### src/rtl/tdm_pkg.sv
// Shared state type and frame sizing helpers for the TDM demultiplexer.
// Build with TDM_PARITY_EN defined to append an even-parity slot to each frame.
// No datapath here; sizing only.
package tdm_pkg;

    typedef enum logic {
        HUNT   = 1'b0,
        LOCKED = 1'b1
    } state_t;

    localparam int CHANNELS_DEFAULT = 8;

`ifdef TDM_PARITY_EN
    localparam bit PARITY_EN = 1'b1;
`else
    localparam bit PARITY_EN = 1'b0;
`endif

    // Slots per frame, including the trailing parity slot when enabled.
    function automatic int frame_len(input int ch);
        return ch + (PARITY_EN ? 1 : 0);
    endfunction

    function automatic int slot_w(input int ch);
        return (frame_len(ch) > 1) ? $clog2(frame_len(ch)) : 1;
    endfunction

endpackage

### src/rtl/tdm_slot_counter.sv
// Slot index tracker: wraps at end of frame, restarts on frame_sync, flags sync position.
// Latency: slot registered, updates on each en=1 edge; last_slot/sync_ok are combinational.
// Backpressure: none; en=0 holds the count.
module tdm_slot_counter
    import tdm_pkg::*;
#(
    parameter  int CHANNELS = CHANNELS_DEFAULT,
    localparam int FL       = frame_len(CHANNELS),
    localparam int SLW      = slot_w(CHANNELS)
) (
    input  logic           clk,
    input  logic           rst_n,
    input  logic           en,
    input  logic           frame_sync,
    input  logic           locked,
    output logic [SLW-1:0] slot,
    output logic           last_slot,
    output logic           sync_ok
);

    logic at_zero;

    assign at_zero   = (slot == '0);
    assign last_slot = (slot == SLW'(FL - 1));
    // Sync must appear exactly at slot 0 and nowhere else.
    assign sync_ok   = (frame_sync == at_zero);

    always_ff @(posedge clk or negedge rst_n) begin
        if (!rst_n) begin
            slot <= '0;
        end else if (en) begin
            if (frame_sync)
                slot <= SLW'(1);
            else if (!locked || at_zero || last_slot)
                slot <= '0;
            else
                slot <= slot + SLW'(1);
        end
    end

endmodule

### src/rtl/tdm_demux_8ch.sv
// Serial-to-parallel TDM demux: aligns on frame_sync, publishes each frame on d_out. Option: TDM_PARITY_EN.
// Latency: d_out/frame_valid one cycle after the edge sampling the last slot.
// Backpressure: none; en=0 stalls sampling, pulses still last exactly one cycle.
module tdm_demux_8ch
    import tdm_pkg::*;
#(
    parameter  int CHANNELS = CHANNELS_DEFAULT,
    localparam int FL       = frame_len(CHANNELS),
    localparam int SLW      = slot_w(CHANNELS)
) (
    input  logic                clk,
    input  logic                rst_n,
    input  logic                en,
    input  logic                din,
    input  logic                frame_sync,
    output logic [CHANNELS-1:0] d_out,
    output logic                frame_valid,
    output logic [SLW-1:0]      slot,
    output logic                locked,
    output logic                sync_err,
    output logic                parity_err
);

    state_t        state;
    logic [FL-1:0] sreg;
    logic [FL-1:0] frame_w;
    logic          last_slot;
    logic          sync_ok;

    assign locked = (state == LOCKED);

    tdm_slot_counter #(.CHANNELS(CHANNELS)) u_slot (
        .clk        (clk),
        .rst_n      (rst_n),
        .en         (en),
        .frame_sync (frame_sync),
        .locked     (locked),
        .slot       (slot),
        .last_slot  (last_slot),
        .sync_ok    (sync_ok)
    );

    // Frame contents including the bit being sampled this edge.
    always_comb begin
        frame_w = sreg;
        for (int i = 0; i < FL; i++) begin
            if (slot == SLW'(i))
                frame_w[i] = din;
        end
    end

`ifdef TDM_PARITY_EN
    logic par_err_q;
    assign parity_err = par_err_q;
`else
    assign parity_err = 1'b0;
`endif

    always_ff @(posedge clk or negedge rst_n) begin
        if (!rst_n) begin
            state       <= HUNT;
            sreg        <= '0;
            d_out       <= '0;
            frame_valid <= 1'b0;
            sync_err    <= 1'b0;
`ifdef TDM_PARITY_EN
            par_err_q   <= 1'b0;
`endif
        end else begin
            frame_valid <= 1'b0;
            sync_err    <= 1'b0;
`ifdef TDM_PARITY_EN
            par_err_q   <= 1'b0;
`endif
            if (en) begin
                case (state)
                    HUNT: begin
                        if (frame_sync) begin
                            state <= LOCKED;
                            sreg  <= FL'(din);
                        end
                    end
                    LOCKED: begin
                        if (!sync_ok) begin
                            sync_err <= 1'b1;
                            // Early sync restarts the frame; missing sync drops lock.
                            if (frame_sync) begin
                                sreg <= FL'(din);
                            end else begin
                                state <= HUNT;
                                sreg  <= '0;
                            end
                        end else if (last_slot) begin
                            d_out       <= frame_w[CHANNELS-1:0];
                            frame_valid <= 1'b1;
                            sreg        <= '0;
`ifdef TDM_PARITY_EN
                            par_err_q   <= ^frame_w;
`endif
                        end else begin
                            sreg <= frame_w;
                        end
                    end
                    default: state <= HUNT;
                endcase
            end
        end
    end

endmodule

### config.mk
export PLATFORM = sky130hd
export DESIGN_NAME = tdm_demux_8ch
export DESIGN_NICKNAME = d
export VERILOG_FILES = /design/src/rtl/tdm_pkg.sv /design/src/rtl/tdm_slot_counter.sv /design/src/rtl/tdm_demux_8ch.sv
export SDC_FILE = /design/constraint.sdc
export NUM_CORES = 1
export LEC_CHECK = 0
export BUFFER_PORTS_ARGS = -buffer_cell sky130_fd_sc_hd__buf_2
export CAP_MARGIN = 20
export CORE_MARGIN = 10
export CORE_UTILIZATION = 50
export CTS_BUF_LIST = sky130_fd_sc_hd__clkbuf_4
export DETAILED_ROUTE_END_ITERATION = 10
export HOLD_SLACK_MARGIN = 0.05
export PLACE_DENSITY = 0.74
export SLEW_MARGIN = 0
export SYNTH_ARGS = -nofsm -noshare
export SYNTH_HDL_FRONTEND = slang
export SYNTH_SLANG_ARGS = --single-unit
### constraint.sdc
create_clock -name clk -period 2.2 [get_ports clk]
set_input_delay 0.44 -clock clk [delete_from_list [all_inputs] [get_ports clk]]
set_output_delay 0.44 -clock clk [all_outputs]
set_load 0.01 [all_outputs]
; ---- Yosys cells after proc, flatten, opt, wreduce, memory -nomap -nowiden
; Cells that the tools add are included.
[word_totals]
out_inout_bits = 15
reg_bits = 22
[classes]
n_reduce_logical = 6
add_sub_neg = 1
bitwise_logic = 1
n_eq_ne = 9
mux = 25
[ops]
columns = op, count
row1 = 8-bit two-way mux, 3
row2 = 1-bit two-way mux, 18
row3 = 8-bit one-hot mux with 2 select lines, 1
row4 = "3-bit == test, second input constant", 4
row5 = "3-bit by 2-bit == test with 1-bit output, second input constant", 2
row6 = 3-bit two-way mux, 2
row7 = 4-bit AND reduction, 1
row8 = "3-bit by 1-bit adder with 3-bit output, second input constant", 1
row9 = "3-bit by 1-bit == test with 1-bit output, second input constant", 1
row10 = 3-bit logical NOT, 1
row11 = 1-bit logical OR, 2
row12 = "2-bit != test, second input constant", 1
row13 = 1-bit one-hot mux with 2 select lines, 1
row14 = 2-bit AND reduction, 1
row15 = 1-bit == test, 1
row16 = 1-bit logical NOT, 1
row17 = 1-bit NOT, 1

; ---- Depth between registers and ports, before layout
[logic_depth]
depth_word = 5
depth_mapped = 8

; ---- By module
; A second synthesis with hierarchy kept.
[unflattened]
cells_unflattened = 101
hier_area_um2 = 1088.5
[by_module_without_submodules]
columns = module, n_inst, cells_per_inst, area_each_um2
row1 = tdm_demux_8ch, 1, 81, 873.3
row2 = tdm_slot_counter, 1, 20, 215.2

; ---- Worst setup path after synthesis
; Ideal clock, no wire load.
[synth_path]
path_kind = register to register
start = register u_slot.slot[0]
end = register d_out[1]
arrival_ns = 1.769
path_buffers = 1
path_stages_with_launch = 9
period_less_slack_ns = 1.897
required_time_ns = 2.072
setup_slack_ns = 0.303
cell_sequence = dfrtp_1 > inv_1 > ha_1 > nor2b_2 > ha_1 > nand4_2 > buf_2 > nand2_1 > o21ai_0
[synth_via]
elab_chain_cells = 3
word_cells_on_any_way = 6
[synth_lines]
columns = item, line_no
row1 = "start, declared", tdm_slot_counter.sv:16  ; output logic [SLW-1:0] slot,
row2 = "start signal, assigned", tdm_slot_counter.sv:37  ; slot <= slot + SLW'(1);
row3 = 3-bit logical NOT, tdm_slot_counter.sv:23  ; assign at_zero = (slot == '0);
row4 = 1-bit == test, tdm_slot_counter.sv:26  ; assign sync_ok = (frame_sync == at_zero);
row5 = 4-bit AND reduction (no source line), n/a
row6 = "end signal, assigned", tdm_demux_8ch.sv:94  ; d_out <= frame_w[CHANNELS-1:0];
row7 = "end, declared", tdm_demux_8ch.sv:16  ; output logic [CHANNELS-1:0] d_out,
; Parallel ways exist; a longest one is shown, timed or not.
; A chain may end at the register's enable or synchronous reset.

; ---- Final worst setup path
[layout_path]
start = register u_slot.slot[1]
end = register sreg[2]
[layout_via]
elab_chain_cells = 5
word_cells_on_any_way = 8
[layout_lines]
columns = item, line_no
row1 = 3-bit by 2-bit == test with 1-bit output, tdm_demux_8ch.sv:47  ; if (slot == SLW'(i))
row2 = 1-bit two-way mux, tdm_demux_8ch.sv:47
row3 = 8-bit two-way mux, tdm_demux_8ch.sv:93  ; end else if (last_slot) begin
row4 = 8-bit two-way mux *, tdm_demux_8ch.sv:84  ; if (!sync_ok) begin
row5 = 8-bit one-hot mux with 2 select lines *, tdm_demux_8ch.sv:76  ; case (state)
row6 = "end signal, assigned", tdm_demux_8ch.sv:80  ; sreg <= FL'(din);
row7 = "end signal, assigned", tdm_demux_8ch.sv:88  ; sreg <= FL'(din);
row8 = "end signal, assigned", tdm_demux_8ch.sv:101  ; sreg <= frame_w;
row9 = "end, declared", tdm_demux_8ch.sv:25  ; logic [FL-1:0] sreg;
; Mark *: on every way between the ends. The rest lies on a longest branch, timed or not.

==> impl.org <==
** Die
- Die height :: 68.4 um
- Num ports :: 20
- Die span in x :: 68.4 um
- Initial core utilization :: 52.9%
- Core Area :: 0.00221 mm^2
- In this run the core area contains 17 standard-cell rows.
- Die footprint :: between 0.004 and 0.005 mm^2

** Clock tree
- TritonCTS buffer count :: 3
- H-Tree Level Count :: 1
- Clock sinks :: 22
- The tree is rooted in a sky130_fd_sc_hd__clkbuf_4.
- Counting along the longest clock path gives a buffer depth of 2.
- Register clock-pin slew on the reported worst setup and hold paths :: between 0.1 and 0.15 ns
- TritonCTS clock tree :: built
- For the worst-skew pair, the clock arrives at the later sink with an insertion delay of between 0.3 and 0.4 ns.

** STA
- Least setup slack across all paths after layout :: 0.158 ns
- The final count of pins violating max slew came to 0.
- Hold violation count in the final report :: 0
- Adding up every negative setup slack in the final design gives 0 ns.
- Post-route minimum period :: 2.04 ns
- Across the routed clock network, the largest skew measured is 0.00359 ns.
- Post-route fraction of the period consumed by the critical path :: between 90% and 100%
- Static timing analysis puts the maximum clock frequency at 490 MHz.
- Setup Viol. Count Final :: 0

** Yosys
- Counting flops with an async set or reset pin after synthesis yields a share of 100%.
- Number of enable flip-flop cells after synthesis :: 0
- The share of synthesized area in the top cell type comes to 47.1%.
- Number of storage elements in the synthesis netlist :: 22
- The synthesized netlist contains 26 unique library cells.
- Most used DFF post-synth :: sky130_fd_sc_hd__dfrtp_1
- Synthesized area divided by synthesized cell count :: 9.59 um^2
- The Yosys step of the flow raised 0 warnings.
- Of all cell types, the one taking the most synthesized area is sky130_fd_sc_hd__dfrtp_1.
- The share of the Yosys chip area taken by registers is 47.1%.
- Most area-consuming cells after synthesis :: sky130_fd_sc_hd__dfrtp_1 47%, sky130_fd_sc_hd__ha_1 8.6%, sky130_fd_sc_hd__mux2i_1 6.0%
- The synthesized netlist occupies a cell area of around 0.0012 mm^2.
- The number of nets handed over by synthesis was 135.
- Number of cells produced by synthesis :: 122

** Setup path
- Slowest stage delay, CP :: 0.44 ns
- The critical path goes through inv_1 -> ha_1 -> nor2b_2 -> ha_2 -> nand4b_4 -> inv_1 -> nand2_1 -> o21ai_1.
- Arr. time, crit path :: between 2 and 2.5 ns
- Largest delay contributor family on the critical path :: simple AND/OR/NAND/NOR gates
- The critical path contains buffers and inverters numbering 2 combined.
- Crit path capture type :: register
- Startpoint Class :: register
- Worst setup path category :: reg -> reg
- Among the stages of the critical path, the cell type that occurs most often is sky130_fd_sc_hd__inv_1.
- The worst register-to-register path has a setup slack of 0.16 ns.
- Required time worst endpoint :: 2.41 ns
- Worst R2R End :: sreg[2]
- Register-to-Register Path Depth :: 8
- Of all nets on the critical path, the largest fanout is 8.
- The critical path starts at u_slot.slot[1].
- The startpoint identified for the worst register-to-register timing path is u_slot.slot[1].
- On the critical path, the stage with the largest delay is an instance of sky130_fd_sc_hd__dfrtp_1.

** Power and ir drop
- Internal power :: 0.735 mW
- In this run the static leakage power is 0.693 nW.
- Sequential cells burn 44.6% of the power.
- Part of the power in the clock network :: 29.6%
- Comb power frac :: 25.8%
- Dividing total power by cell area gives a power density of ~800 mW/mm^2.
- Max IR drop VDD :: 596 uV
- In this run switching power makes up 31.5% of total power.
- Summed over all nets, the switching power comes to between 0.3 and 0.4 mW.

** Route
- Number of detailed-routing iterations run before antenna repair :: 4
- The detailed router finished its first iteration with 49 violations.
- Dividing the detail-routed via count by the number of cells gives 5.23.
- Total via count in the routed design :: 879
- In the final routed layout, each cell accounts on average for 14.5 um.
- Number of remaining DRC errors :: 0
- Antenna viol nets, final :: 0
- The routed design has about 2400 um of wire.

** Global route
- Initial antenna violation count :: 0
- The total overflow left after global routing is 0.
- Across every metal layer, demand over resource in global routing totals 11.4%.
- Number of global-route vias before repair :: between 800 and 900
- Entering global routing, the biggest net connects 23 pins.
- First-pass GRT wire length :: 4100 um

** Layout
- The multi-input combinational cells in the finished layout cover a total of between 500 and 600 um^2.
- Fillers :: 194
- Storage cell area :: ~550 um^2
- Share of the core filled with cells in the final layout :: approximately three fifths
- Total number of nets in the final design :: 154
- 0 antenna diodes ended up in the layout.
- Top library cells by usage in the layout, fill and taps aside :: 22 x sky130_fd_sc_hd__dfrtp_1, 18 x sky130_fd_sc_hd__buf_2, 16 x sky130_fd_sc_hd__nand2_1
- With fillers left out, the area of the finished cells amounts to around 0.0013 mm^2.
- Area delta synth->final :: 13.7%
- Of the cells placed in the final design, the portion with a size suffix greater than 1 is 20.7%.
- Leaving out fill and tap cells, the most frequent cell in the layout is sky130_fd_sc_hd__dfrtp_1.

** Run
- Across the run, the number of max-cap violations was 0.

** Placement
- Buffers placed on the I/O ports in this run total 18.
- Worst-case setup slack after placement :: 0.105 ns
- At the end of routability-driven placement, the weighted congestion stood at 0.749.
- The wire-length estimate of the detail-placed layout is approximately 1700 um.
- Post-detailed-placement cell area :: about 0.0013 mm^2

** Worst hold path
- The tightest min-delay check is of the in -> async type.

** Status
- The run finished with clean final reports.
power groups by stage:
stage               Combinational [mW]  Sequential (mW)  Clock, mW
detailed placement               0.264            0.484          0
finish                           0.277            0.478      0.317
global placement                 0.260            0.481          0
global route                     0.311            0.484      0.339
floorplan                        0.198            0.479          0
CTS                              0.268            0.476      0.323
sequential cells by signal, indices dropped and copies added (netlist names):
| signal | count |
|---|---|
| sreg | 8 |
| frame_valid | 1 |
| d_out | 8 |
| sync_err | 1 |
| u_slot.slot | 3 |
| locked | 1 |
kinds of logic after synthesis:
family          Yosys count  share of synthesized area (%)
compound gates           38                           17.8
simple gates             30                           13.4
mux                       7                           5.99
buf+inv                  16                           6.95
fa+ha+maj                 8                           8.56
other cells               1                          0.321
flops                    22                           47.1
layer usage:
layer	GRT usage, %	wire length (um)
met1	14.3	1120
met2	16.9	1110
met3	4.08	167
met4	5.78	45
met5	0	0
synthesized netlist by cell type, drive strengths merged, types with 2 or more instances:
| library cell | count |
|---|---|
| o22ai | 2 |
| mux2i | 7 |
| nand4 | 2 |
| nand2 | 16 |
| buf | 6 |
| inv | 10 |
| a31oi | 2 |
| ha | 8 |
| o21ai | 23 |
| nor2 | 7 |
| a21oi | 8 |
| dfrtp | 22 |
cell type report:
| class | count | share of cell area [%] |
|---|---|---|
| Inverter | 10 | 2.82 |
| Timing Repair Buffer | 20 | 7.90 |
| Sequential cell | 22 | 41.4 |
| Clock buffer | 3 | 1.69 |
| Clock inverter | 1 | 2.26 |
| Multi-Input combinational cell | 84 | 41.3 |
| Tap cell | 28 | 2.63 |
per-stage QoR:
step	instances	power, mW	hold slack [ns]
2_1_floorplan	122	0.677	0.144
3_3_place_gp	163	0.741	0.427
3_5_place_dp	163	0.748	0.432
4_1_cts	167	1.07	0.0655
5_1_grt	168	1.13	0.0740
6_report	168	1.07	0.0545
repair_timing:
item | 4_1_cts | 5_1_grt
resized for setup | 0 | 2
hold buffers | 0 | 0
buffers inserted | 0 | 1
endpoints found under the setup margin | 0 | 10
worst max-delay path by stage:
| stage | to | cells past startpoint |
|---|---|---|
| floorplan | d_out[1] | 8 |
| global placement | d_out[3] | 7 |
| detailed placement | d_out[2] | 7 |
| CTS | d_out[2] | 7 |
| global route | sreg[0] | 8 |
| finish | sreg[2] | 8 |
Note: power is estimated with default switching activity, not from simulation.
